===== src/rtl/cm0_dap_ap_cdc_pkg.sv =====
// Shared field positions, FSM encoding and payload struct for the AP-side
// half of the DP<->AP debug CDC.
package cm0_dap_ap_cdc_pkg;

  localparam int DP2AP_W     = 38;
  localparam int AP2DP_W     = 34;

  localparam int REQ_BIT     = 0;
  localparam int WDATA_LSB   = 1;
  localparam int WDATA_W     = 32;
  localparam int REGADDR_LSB = 33;
  localparam int REGADDR_W   = 4;
  localparam int RNW_BIT     = 37;

  localparam int ACK_BIT     = 0;
  localparam int ERR_BIT     = 1;
  localparam int DATA_LSB    = 2;
  localparam int DATA_W      = 32;

  typedef enum logic [1:0] {
    ST_IDLE = 2'b00,
    ST_BUSY = 2'b01,
    ST_ACK  = 2'b10
  } ap_state_e;

  // Layout matches dp_to_ap[37:1] so the payload can be captured in one slice.
  typedef struct packed {
    logic                 rnw;
    logic [REGADDR_W-1:0] regaddr;
    logic [WDATA_W-1:0]   wdata;
  } ap_cmd_t;

endpackage


===== src/rtl/cm0_dap_sync.sv =====
// Reset-to-0 multi-flop synchroniser; SE is routed here for scan cell
// substitution only and has no functional effect.
module cm0_dap_sync #(
  parameter int STAGES = 2
) (
  input  logic clk_i,
  input  logic rst_n_i,
  input  logic se_i,
  input  logic d_i,
  output logic q_o
);

  logic [STAGES-1:0] sync_q;
  logic              se_unused;

  assign se_unused = se_i;

  always_ff @(posedge clk_i or negedge rst_n_i) begin
    if (!rst_n_i) sync_q <= '0;
    else          sync_q <= {sync_q[STAGES-2:0], d_i};
  end

  assign q_o = sync_q[STAGES-1];

endmodule


===== src/rtl/cm0_dap_ap_cdc.sv =====
// AP-side CDC half: synchronises the DP 4-phase req, runs one AP register
// access per req high phase and returns {data, err, ack} to the DP side.
module cm0_dap_ap_cdc
  import cm0_dap_ap_cdc_pkg::*;
#(
  parameter int PRESENT     = 1,
  parameter int RAR         = 0,
  parameter int SYNC_STAGES = 2
) (
  input  logic               dclk,
  input  logic               dbgreset_n,
  input  logic               SE,
  input  logic [DP2AP_W-1:0] cm0_dap_dp_to_ap,
  output logic [AP2DP_W-1:0] cm0_dap_ap_to_dp,
  output logic               ap_req_o,
  output logic               ap_rnw_o,
  output logic [3:0]         ap_regaddr_o,
  output logic [31:0]        ap_wdata_o,
  input  logic               ap_done_i,
  input  logic [31:0]        ap_rdata_i,
  input  logic               ap_err_i
);

  if (PRESENT != 0) begin : g_ap
    ap_state_e          state_q;
    logic               req_s;
    logic               req_q, ack_q, err_q;
    ap_cmd_t            cmd_q, cmd_d;
    logic [DATA_W-1:0]  data_q, data_d;
    logic               cap_en, upd_en;

    cm0_dap_sync #(.STAGES(SYNC_STAGES)) u_req_sync (
      .clk_i   (dclk),
      .rst_n_i (dbgreset_n),
      .se_i    (SE),
      .d_i     (cm0_dap_dp_to_ap[REQ_BIT]),
      .q_o     (req_s)
    );

    always_ff @(posedge dclk or negedge dbgreset_n) begin
      if (!dbgreset_n) begin
        state_q <= ST_IDLE;
        req_q   <= 1'b0;
        ack_q   <= 1'b0;
        err_q   <= 1'b0;
      end else begin
        case (state_q)
          ST_IDLE: if (req_s) begin
            state_q <= ST_BUSY;
            req_q   <= 1'b1;
          end
          ST_BUSY: if (ap_done_i) begin
            state_q <= ST_ACK;
            req_q   <= 1'b0;
            ack_q   <= 1'b1;
            err_q   <= ap_err_i;
          end
          // A req dropped during BUSY makes this a single-cycle ack.
          ST_ACK: if (!req_s) begin
            state_q <= ST_IDLE;
            ack_q   <= 1'b0;
          end
          default: begin
            state_q <= ST_IDLE;
            req_q   <= 1'b0;
            ack_q   <= 1'b0;
          end
        endcase
      end
    end

    // Payload is unsynchronised; it is only safe to sample once req_s is seen.
    assign cap_en = (state_q == ST_IDLE) && req_s;
    assign upd_en = (state_q == ST_BUSY) && ap_done_i && cmd_q.rnw;
    assign cmd_d  = cap_en ? ap_cmd_t'(cm0_dap_dp_to_ap[DP2AP_W-1:WDATA_LSB]) : cmd_q;
    assign data_d = upd_en ? ap_rdata_i : data_q;

    if (RAR != 0) begin : g_rar
      always_ff @(posedge dclk or negedge dbgreset_n) begin
        if (!dbgreset_n) begin
          cmd_q  <= '0;
          data_q <= '0;
        end else begin
          cmd_q  <= cmd_d;
          data_q <= data_d;
        end
      end
    end else begin : g_norar
      always_ff @(posedge dclk) begin
        cmd_q  <= cmd_d;
        data_q <= data_d;
      end
    end

    assign cm0_dap_ap_to_dp = {data_q, err_q, ack_q};
    assign ap_req_o         = req_q;
    assign ap_rnw_o         = cmd_q.rnw;
    assign ap_regaddr_o     = cmd_q.regaddr;
    assign ap_wdata_o       = cmd_q.wdata;
  end else begin : g_absent
    assign cm0_dap_ap_to_dp = '0;
    assign ap_req_o         = 1'b0;
    assign ap_rnw_o         = 1'b0;
    assign ap_regaddr_o     = '0;
    assign ap_wdata_o       = '0;
  end

endmodule


===== config.mk =====
export PLATFORM = sky130hd
export DESIGN_NAME = cm0_dap_ap_cdc
export DESIGN_NICKNAME = d
export VERILOG_FILES = /design/src/rtl/cm0_dap_ap_cdc_pkg.sv /design/src/rtl/cm0_dap_sync.sv /design/src/rtl/cm0_dap_ap_cdc.sv
export SDC_FILE = /design/constraint.sdc
export NUM_CORES = 1
export LEC_CHECK = 0
export ABC_AREA = 1
export ABC_CLOCK_PERIOD_IN_PS = 2900
export BUFFER_PORTS_ARGS = -buffer_cell sky130_fd_sc_hd__buf_2
export CORE_ASPECT_RATIO = 1.4
export CORE_UTILIZATION = 42
export DETAILED_ROUTE_END_ITERATION = 10
export PLACE_DENSITY_LB_ADDON = 0.15
export RECOVER_POWER = 100
export SYNTH_ARGS = -nofsm -noshare
export SYNTH_HDL_FRONTEND = slang
export SYNTH_SLANG_ARGS = --single-unit
export TNS_END_PERCENT = 10

===== constraint.sdc =====
create_clock -name dclk -period 2.9 [get_ports dclk]
set_input_delay 0.58 -clock dclk [delete_from_list [all_inputs] [get_ports dclk]]
set_output_delay 0.58 -clock dclk [all_outputs]
set_load 0.05 [all_outputs]

# Word-level counts from Yosys, hierarchy flattened
# Cells that the tools add are included.
# Widths: inputs -> output; s select.
[totals]
register_bits = 76
in_bits = 75
output_inout_bits = 72
wordCells = 34
[op_classes]
n_eq_ne = 5
n_mux = 10
n_bitwise = 2
reduce_logical = 8
[ops]
columns = ["cell", "count"]
rows = [
  ["$reduce_and 3->1", 3],
  ["$mux 2", 3],
  ["$pmux 1 s3", 2],
  ["$pmux 2 s3", 1],
  ["$mux 1", 4],
  ["$ne 2x2->1 const B", 2],
  ["$logic_and 1x1->1", 3],
  ["$eq 2x1->1 const B", 1],
  ["$eq 2x2->1 const B", 1],
  ["$logic_not 2->1", 1],
  ["$ne 2x1->1 const B", 1],
  ["$not 1->1", 2],
  ["$reduce_and 2->1", 1],
]

# Longest topological paths before layout
# Gate-level depths: netlist (run 1).
[logic_depth]
word_depth = 3
ltp_mapped = 5

# Cells and area by module
# From an unflattened synthesis (run 1), not the netlist that was laid out.
[hier_totals]
hier_cells = 103
hier_area_um2 = 2367.3
[by_module_without_submodules]
columns = ["mod", "instances", "cells_each", "area_each_um2"]
rows = [
  ["cm0_dap_ap_cdc", 1, 101, 2317.2],
  ["cm0_dap_sync", 1, 2, 50.0],
]

# Worst setup path before layout (run 1)
# No wires, ideal clock.
[synth_path]
kind = "flip-flop to flip-flop"
start = "register g_ap.cmd_q (netlist bit ap_rnw_o)"
end = "register g_ap.data_q[0], enable pin"
setup_ps = 421
arrival_ps = 2088
setup_slack_ps = 391
stages_incl_launch_ff = 3
path_cell_list = "edfxtp_1 -> inv_1 -> nor2_1"
[synth_via]
elab_chain_len = 1
[synth_rtl]
columns = ["item", "line", "rtl"]
rows = [
  ["start, declared", "cm0_dap_ap_cdc.sv:28", "ap_cmd_t cmd_q, cmd_d;"],
  ["start signal, assigned", "cm0_dap_ap_cdc.sv:90", "cmd_q <= cmd_d;"],
  ["$logic_and 1x1->1", "cm0_dap_ap_cdc.sv:74", "assign upd_en = (state_q == ST_BUSY) && ap_done_i && cmd_q.rnw;"],
  ["via g_ap.upd_en", "cm0_dap_ap_cdc.sv:30", "logic cap_en, upd_en;"],
  ["end signal, assigned", "cm0_dap_ap_cdc.sv:91", "data_q <= data_d;"],
  ["end, declared", "cm0_dap_ap_cdc.sv:29", "logic [DATA_W-1:0] data_q, data_d;"],
]
# The timed path passes the listed nets, and every way through them passes these cells.
# A chain may end at the register's enable or synchronous reset.

# Final worst setup path (run 1)
[layout_path]
start = "register g_ap.state_q[1]"
end = "register g_ap.data_q[19], enable pin"
[layout_via]
elab_chain_len = 3
[layout_rtl]
columns = ["item", "line", "rtl"]
rows = [
  ["start, declared", "cm0_dap_ap_cdc.sv:25", "ap_state_e state_q;"],
  ["start signal, assigned", "cm0_dap_ap_cdc.sv:42", "state_q <= ST_IDLE;"],
  ["start signal, assigned", "cm0_dap_ap_cdc.sv:49", "state_q <= ST_BUSY;"],
  ["start signal, assigned", "cm0_dap_ap_cdc.sv:53", "state_q <= ST_ACK;"],
  ["$eq 2x1->1", "cm0_dap_ap_cdc.sv:74", ""],
  ["$logic_and 1x1->1 (2 in a row)", "cm0_dap_ap_cdc.sv:74", ""],
  ["via g_ap.upd_en", "cm0_dap_ap_cdc.sv:30", ""],
]
# The timed path passes the listed nets, and every way through them passes these cells.

==> results of run 1 <==
-- critical path: cells and delay by family, from the launching register on --
| family | cells | cell delay [ns] |
|---|---|---|
| flip-flops | 1 | 0.42 |
| buffers and inverters | 2 | 0.70 |
| AND/OR/NAND/NOR | 2 | 0.28 |
-- layout by cell type, fill, tap and decap left out --
| master | netlist | layout |
|---|---|---|
| nand3_1 | 1 | 2 |
| nand2_1 | 8 | 8 |
| edfxtp_1 | 69 | 69 |
| nor2_2 | 0 | 1 |
| inv_6 | 0 | 1 |
| a21oi_1 | 1 | 1 |
| clkbuf_1 | 0 | 75 |
| o21ai_0 | 1 | 2 |
| dfrtp_1 | 7 | 7 |
| buf_2 | 0 | 72 |
| clkbuf_2 | 0 | 1 |
| buf_12 | 0 | 1 |
| inv_1 | 7 | 8 |
| bufinv_16 | 0 | 1 |
| nor2_1 | 4 | 3 |
| clkinv_2 | 0 | 1 |
| clkinv_1 | 0 | 2 |
| clkbuf_8 | 0 | 9 |
-- metal layers --
metal / vias to the layer above / share of wire (%)
li1: 690 / -
met1: 632 / 38
met5: - / 0
met3: 12 / 9.0
met2: 83 / 50
met4: 0 / 2.9
-- final timing paths --
path	start	endpoint	slack, ns	depth (start not counted)
max reg2reg	g_ap.state_q[1]$_DFFE_PN0P_	g_ap.data_q[19]$_DFFE_PP_	1.13	4
min reg2reg	g_ap.u_req_sync.sync_q[0]$_DFF_PN0_	g_ap.u_req_sync.sync_q[1]$_DFF_PN0_	0.35	0
min in group dclk	g_ap.u_req_sync.sync_q[0]$_DFF_PN0_	g_ap.u_req_sync.sync_q[1]$_DFF_PN0_	0.35	0
max in group asynchronous	dbgreset_n	g_ap.state_q[0]$_DFFE_PN0P_	2.51	1
max	g_ap.state_q[1]$_DFFE_PN0P_	g_ap.data_q[19]$_DFFE_PP_	1.13	4
min	dbgreset_n	g_ap.ack_q$_DFFE_PN0P_	0.13	1
-- metrics by stage --
stage                     utilization [%]  total power, W
after floorplan                         -        0.002272
after global placement              58.21        0.002506
after detailed placement            58.21        0.002519
after CTS                           61.54        0.003267
after global routing                59.74        0.003315
final                               59.74        0.003184
-- sequential cells by signal, indices dropped and copies added, names as in the netlist --
register and count:
g_ap.data_q 32, ap_wdata_o 32, g_ap.ack_q 1, g_ap.err_q 1, g_ap.state_q 2, g_ap.u_req_sync.sync_q 2, ap_req_o 1, ap_regaddr_o 4
ap_rnw_o 1
-- Yosys cell counts --
cell type and instances:
a21oi_1 1, buf_4 2, dfrtp_1 7, edfxtp_1 69
inv_1 7, inv_2 1, nand2_1 8, nand3_1 1
nand3_2 1, nor2_1 4, o21ai_0 1, o21ai_1 1
-- cell type report --
| class | instances | area [sq um] |
|---|---|---|
| Tap cell | 68 | 85.08 |
| Fill cell | 455 | 2208 |
| Inverter | 8 | 30.03 |
| Sequential cell | 76 | 2247 |
| Multi-Input combinational cell | 17 | 72.57 |
| Timing Repair Buffer | 147 | 659.4 |
| Clock buffer | 11 | 131.4 |
| Clock inverter | 5 | 51.30 |
-- power breakdown --
part	internal, W	switching, W
Sequential	0.00144	0.0000586
Combinational	0.000143	0.000798
Clock	0.000394	0.000351
Total	0.00198	0.00121
-- cell families (layout without fill, tap and decap cells) --
family,Yosys count,in the layout,share of synthesized area (%)
flops,76,76,94.93
buf+inv,10,171,1.903
simple gates,14,14,2.537
compound gates,3,3,0.6336
==> impl_summary.log, run 1 <==
INFO  metric setup_slack = 1.133 ns
INFO  metric areaGrowthSynthToFinish = 38.42%
INFO  metric drive_gt1_share = 32.95%
INFO  metric critical_path_peak_fanout = 32
INFO  metric route.detailed.wl_per_inst = 13.57 um
INFO  metric dpl-instance-area = 0.003193 sq mm
INFO  metric synth.ff_latch_count = 76
INFO  metric synth_top_cell_area_share = 87.53%
INFO  metric clock.fmax = 0.5658 GHz
INFO  metric crit_path_cell_trace = inv_1 -> nand3_1 -> nor2_2 -> clkbuf_2
INFO  metric avgViaCountPerCell = 4.268
INFO  metric max_slew.worst_pin.slew = 0.7635 ns
INFO  metric drc = 0
INFO  metric chipWidth = 65.45 um
INFO  metric global_placement_routability_congestion = 0.7194
INFO  metric design.core.area = 0.005485 sq mm
INFO  metric syn_nets = 178
INFO  metric layout.cells.non_filler = 332
INFO  metric timing.final.crit_period = 1.767 ns
INFO  metric holdCritPathClass = in -> async
INFO  metric htreeDepth = 3
INFO  metric io_buffers = 145
INFO  metric grt_util_met1 = 17.18%
INFO  metric global_route_wire_length_before_repair = 6513 um
INFO  metric drt-initial-drc-count = 160
INFO  metric slew_violations = 0
INFO  metric cts_sinks = 76
INFO  metric placedCellCount = 316
INFO  metric yosysSeqAreaShare = 94.93%
INFO  metric worst-setup-path-type = reg -> reg
INFO  metric slowest_stage = clkbuf_2
INFO  metric cp.required = 2.86 ns
INFO  metric synthesis.instances = 103
INFO  metric vdd.ir_drop.worst = 520.9 uV
INFO  metric setup_repair_after_global_routing_missed_its_margin = no
INFO  metric signal_arrival_time_at_the_worst_endpoint = 1.73 ns
INFO  metric design.portCount = 147
INFO  metric dpl_worst_slack = 1.168 ns
INFO  metric netlist_area = 0.002367 sq mm
INFO  metric post_synth_main_area_contributors = edfxtp_1 (88%), dfrtp_1 (7.4%), nand2_1 (1.3%)
INFO  metric antenna_found_initial = 0
INFO  metric cts_resized = 0
INFO  metric synthDistinctLibCells = 12
INFO  metric synth.largest_area_cell = edfxtp_1
INFO  metric largest_net_degree_at_the_start_of_global_routing = 33
INFO  metric worstSetupStartpointType = flip-flop
INFO  metric tritoncts.num_buffers = 9
INFO  metric hold_viol = 0
INFO  metric max_cap_violations = 0
INFO  metric num_vias = 1,417
INFO  metric power_density = 971.7 mW/mm^2
INFO  metric area_of_all_placed_cells_without_fillers = 0.003277 sq mm
INFO  metric cts_buffer_depth = 2
INFO  metric critical_path.max_stage_delay = 0.61 ns
INFO  metric final_antenna_net_count = 0
INFO  metric grt_use_met3 = 6.061%
INFO  metric finalWirelength = 4506 um
INFO  metric die_y = 90.83 um
INFO  metric status = finished, final reports clean
INFO  metric timing.critical_path.to_type = flip-flop
INFO  metric tritoncts = yes
INFO  metric num_antenna_cells = 0
INFO  metric clock_skew = 0.009637 ns
INFO  metric initial_utilization = 43.16%
INFO  metric slew-limit-headroom = 49.10%
INFO  metric gr-max-usage-layer = met2
INFO  metric number_of_iterations_in_the_first_detailed_routing_pass = 4
INFO  metric ys.warnings.count = 0
INFO  metric postCtsHoldBufs = 0
INFO  metric gr-usage-met2 = 25.17%
INFO  metric synthesis.area_per_instance = 22.98 sq um
INFO  metric die_area = 0.005945 sq mm
INFO  metric root_buffer = clkbuf_8
INFO  metric row_count = 32
INFO  metric report.final.setup_viol = 0
INFO  metric grt_pass1_vias = 1,306
INFO  metric hold_slack = 0.1276 ns
INFO  metric hpwlAfterDp = 3251 um
INFO  metric power_leakage = 1.278 nW
INFO  metric clk-insertion-delay-late = 0.34 ns
INFO  metric final_total_negative_setup_slack = 0 ns
INFO  metric grt.overflow.total = 0
INFO  metric postCtsSetupBuffers = 0
INFO  metric worst_setup_hold_path_clk_slew = 0.07 ns
INFO  metric grt_usage = 15.83%
INFO  metric design.final.nets = 334
INFO  metric final_min_period_over_clock_period = 60.95%
Note: power is estimated with default switching activity, not from simulation.
==> inputs of run 2 (changes only) <==
--- a/config.mk
+++ b/config.mk
@@ -6,10 +6,10 @@
 export NUM_CORES = 1
 export LEC_CHECK = 0
 export ABC_AREA = 1
-export ABC_CLOCK_PERIOD_IN_PS = 2900
+export ABC_CLOCK_PERIOD_IN_PS = 1600
 export BUFFER_PORTS_ARGS = -buffer_cell sky130_fd_sc_hd__buf_2
 export CORE_ASPECT_RATIO = 1.4
-export CORE_UTILIZATION = 42
+export CORE_UTILIZATION = 38
 export DETAILED_ROUTE_END_ITERATION = 10
 export PLACE_DENSITY_LB_ADDON = 0.15
 export RECOVER_POWER = 100
==> constraint.sdc (replaced) <==
create_clock -name dclk -period 1.6 [get_ports dclk]
set_input_delay 0.32 -clock dclk [delete_from_list [all_inputs] [get_ports dclk]]
set_output_delay 0.32 -clock dclk [all_outputs]
set_load 0.05 [all_outputs]
==> impl_summary.log, run 2 (same netlist as run 1, synthesis figures left out) <==
INFO  metric final_min_period_over_clock_period = 91.21%
INFO  metric power_density = 1732 mW/mm^2 (+78%)
INFO  metric max_cap_violations = 0 (unchanged)
INFO  metric htreeDepth = 3 (unchanged)
INFO  metric holdCritPathClass = in -> reg
INFO  metric areaGrowthSynthToFinish = 42.71%
INFO  metric grt_usage = 14.58% (-1.2 points)
INFO  metric clock.fmax = 0.6852 GHz
INFO  metric slowest_stage = clkbuf_1
INFO  metric combPwrFrac = 30.7% (+1.1 points)
INFO  metric max_slew.worst_pin.slew = 0.6164 ns (-0.1471 ns)
INFO  metric timing.critical_path.to_type = output pin
INFO  metric io_buffers = 145 (unchanged)
INFO  metric finalWirelength = 4675 um (+3.8%)
INFO  metric clk-insertion-delay-late = 0.34 ns (about the same)
INFO  metric number_of_iterations_in_the_first_detailed_routing_pass = 4 (unchanged)
INFO  metric die_area = 0.006554 sq mm (+10%)
INFO  metric setup_repair_after_global_routing_missed_its_margin = no
INFO  metric cts_sinks = 76 (unchanged)
INFO  metric crit_buf_inv = 1 (-1)
INFO  metric critical_path.max_stage_delay = 0.48 ns (-0.13 ns)
INFO  metric worstSetupStartpointType = flip-flop
INFO  metric hold_viol = 0 (unchanged)
INFO  metric grt.overflow.total = 0 (unchanged)
INFO  metric tritoncts = yes
INFO  metric layout.cells.non_filler = 336 (+1.2%)
INFO  metric drive_gt1_share = 52.63% (+20 points)
INFO  metric signal_arrival_time_at_the_worst_endpoint = 1.14 ns (-0.59 ns)
INFO  metric antenna_found_initial = 0 (unchanged)
INFO  metric largest_net_degree_at_the_start_of_global_routing = 33 (unchanged)
INFO  metric avgViaCountPerCell = 4.277 (+0.20%)
INFO  metric design.portCount = 147 (unchanged)
INFO  metric internal_power = 0.003651 W (+85%)
INFO  metric layout_common_cells = buf_2 (75), edfxtp_1 (69), clkbuf_2 (45)
INFO  metric root_buffer = clkbuf_8
INFO  metric postCtsSetupBuffers = 0 (unchanged)
INFO  metric row_count = 33 (+3.1%)
INFO  metric num_antenna_cells = 0 (unchanged)
INFO  metric slew_violations = 0 (unchanged)
INFO  metric placedCellCount = 319 (+0.95%)
INFO  metric switching_share = 37.58% (-0.37 points)
INFO  metric num_vias = 1,437 (+1.4%)
INFO  metric grt_pass1_vias = 1,410 (+8.0%)
INFO  metric drc = 0 (unchanged)
INFO  metric worst_path_dominant_cell_family = buffers and inverters
INFO  metric r2r_setup_slack = 0.21 ns (-0.92 ns)
INFO  metric timing.final.crit_period = 1.459 ns
INFO  metric critical_path_peak_fanout = 1 (-97%)
INFO  metric global_placement_routability_congestion = 0.7526 (+4.6%)
INFO  metric die_y = 95.39 um (+5.0%)
INFO  metric clock_skew = 0.007201 ns (-0.002436 ns)
INFO  metric final_total_negative_setup_slack = 0 ns (unchanged)
INFO  metric slew-limit-headroom = 59.08% (+10 points)
INFO  metric global_route_wire_length_before_repair = 6410 um (-1.6%)
INFO  metric post-route-util = 56.82% (-2.9 points)
INFO  metric worst_setup_hold_path_clk_slew = 0.07 ns (about the same)
INFO  metric hpwlAfterDp = 3526 um (+8.5%)
INFO  metric status = finished, final reports clean
INFO  metric vdd.ir_drop.worst = 948.8 uV (+82%)
INFO  metric chipWidth = 68.71 um (+5.0%)
INFO  metric pwr-share-seq = 46.5% (-0.5 points)
INFO  metric worst-setup-path-type = reg -> out
INFO  metric layout_commonest_cell = buf_2
INFO  metric report.final.setup_viol = 0 (unchanged)
INFO  metric drt-initial-drc-count = 149 (-6.9%)
INFO  metric final_antenna_net_count = 0 (unchanged)
INFO  metric p_switching = 0.002198 W (+82%)
INFO  metric cts_buffer_depth = 2 (unchanged)
INFO  metric initial_utilization = 39.81% (-3.3 points)
INFO  metric design.final.nets = 336 (+0.60%)
INFO  metric power_leakage = 1.423 nW (+11%)
INFO  metric cp.required = 1.28 ns (-1.58 ns)
INFO  metric crit_path_cell_trace = clkbuf_1
INFO  metric tritoncts.num_buffers = 9 (unchanged)
INFO  metric design.core.area = 0.005946 sq mm (+8.4%)
INFO  metric p_clk_share = 22.8% (-0.6 points)
INFO  metric route.detailed.wl_per_inst = 13.91 um (+2.5%)
run 2: changes by cell type in the layout (fill, tap and decap cells not counted), sizes merged:
cell	before	now
clkinvlp	0	2
inv	9	7
dlygate4sd3	0	1
buf	73	79
clkinv	3	4
clkbuf	85	79
run 2: area by class of cell:
type	count	area [sq um]
clock inverter	6	55.05
clock buffer	10	127.6
tap	70	87.58
timing repair buffer	149	752.0
sequential	76	2247
fill	522	2567
inverter	8	31.28
multi-input combinational	17	77.57
run 2: power by group through the flow:
stage / sequential, W / clock [W] / combinational (W)
finish: 0.00272 / 0.00133 / 0.00180
global placement: 0.00274 / 0 / 0.00184
global route: 0.00276 / 0.00146 / 0.00190
floorplan: 0.00375 / 0 / 0.000385
detailed placement: 0.00276 / 0 / 0.00186
CTS: 0.00272 / 0.00138 / 0.00187
run 2: through the flow:
stage / setup slack (ns) / power [W] / hold WS [ns] / instance area [sq um]
floorplan: -0.01779 / 0.004130 / 0.02441 / 2379
global placement: 0.2967 / 0.004585 / 0.1554 / 3224
detailed placement: 0.2745 / 0.004620 / 0.1608 / 3224
CTS: 0.2688 / 0.005967 / 0.07554 / 3417
global route: 0.09808 / 0.006125 / 0.07341 / 3378
finish: 0.1406 / 0.005849 / 0.09233 / 3378
run 2: worst paths after layout:
check / from / end / cells past startpoint
setup / recovery: ap_wdata_o[6]$_DFFE_PP_ / ap_wdata_o[6] / 1
hold / removal: cm0_dap_dp_to_ap[0] / g_ap.u_req_sync.sync_q[0]$_DFF_PN0_ / 1
setup reg to reg: g_ap.state_q[1]$_DFFE_PN0P_ / g_ap.data_q[19]$_DFFE_PP_ / 4
hold reg to reg: g_ap.u_req_sync.sync_q[0]$_DFF_PN0_ / g_ap.u_req_sync.sync_q[1]$_DFF_PN0_ / 0
max in group asynchronous: dbgreset_n / g_ap.err_q$_DFFE_PN0P_ / 2
min in group asynchronous: dbgreset_n / g_ap.ack_q$_DFFE_PN0P_ / 2
run 2: timing repair:
action	CTS	global route
hold endpoints to repair	7	0
resized for setup	0	0
hold buffers	1	0
run 2: per-layer routing:
| metal | share of wire (%) | GRT usage, % | up-vias |
|---|---|---|---|
| li1 | - | - | 693 |
| met1 | 35 | 15.02 | 641 |
| met2 | 52 | 23.61 | 88 |
| met3 | 9.6 | 4.187 | 15 |
| met4 | 3.6 | 12.41 | 0 |
| met5 | 0 | 0 | - |
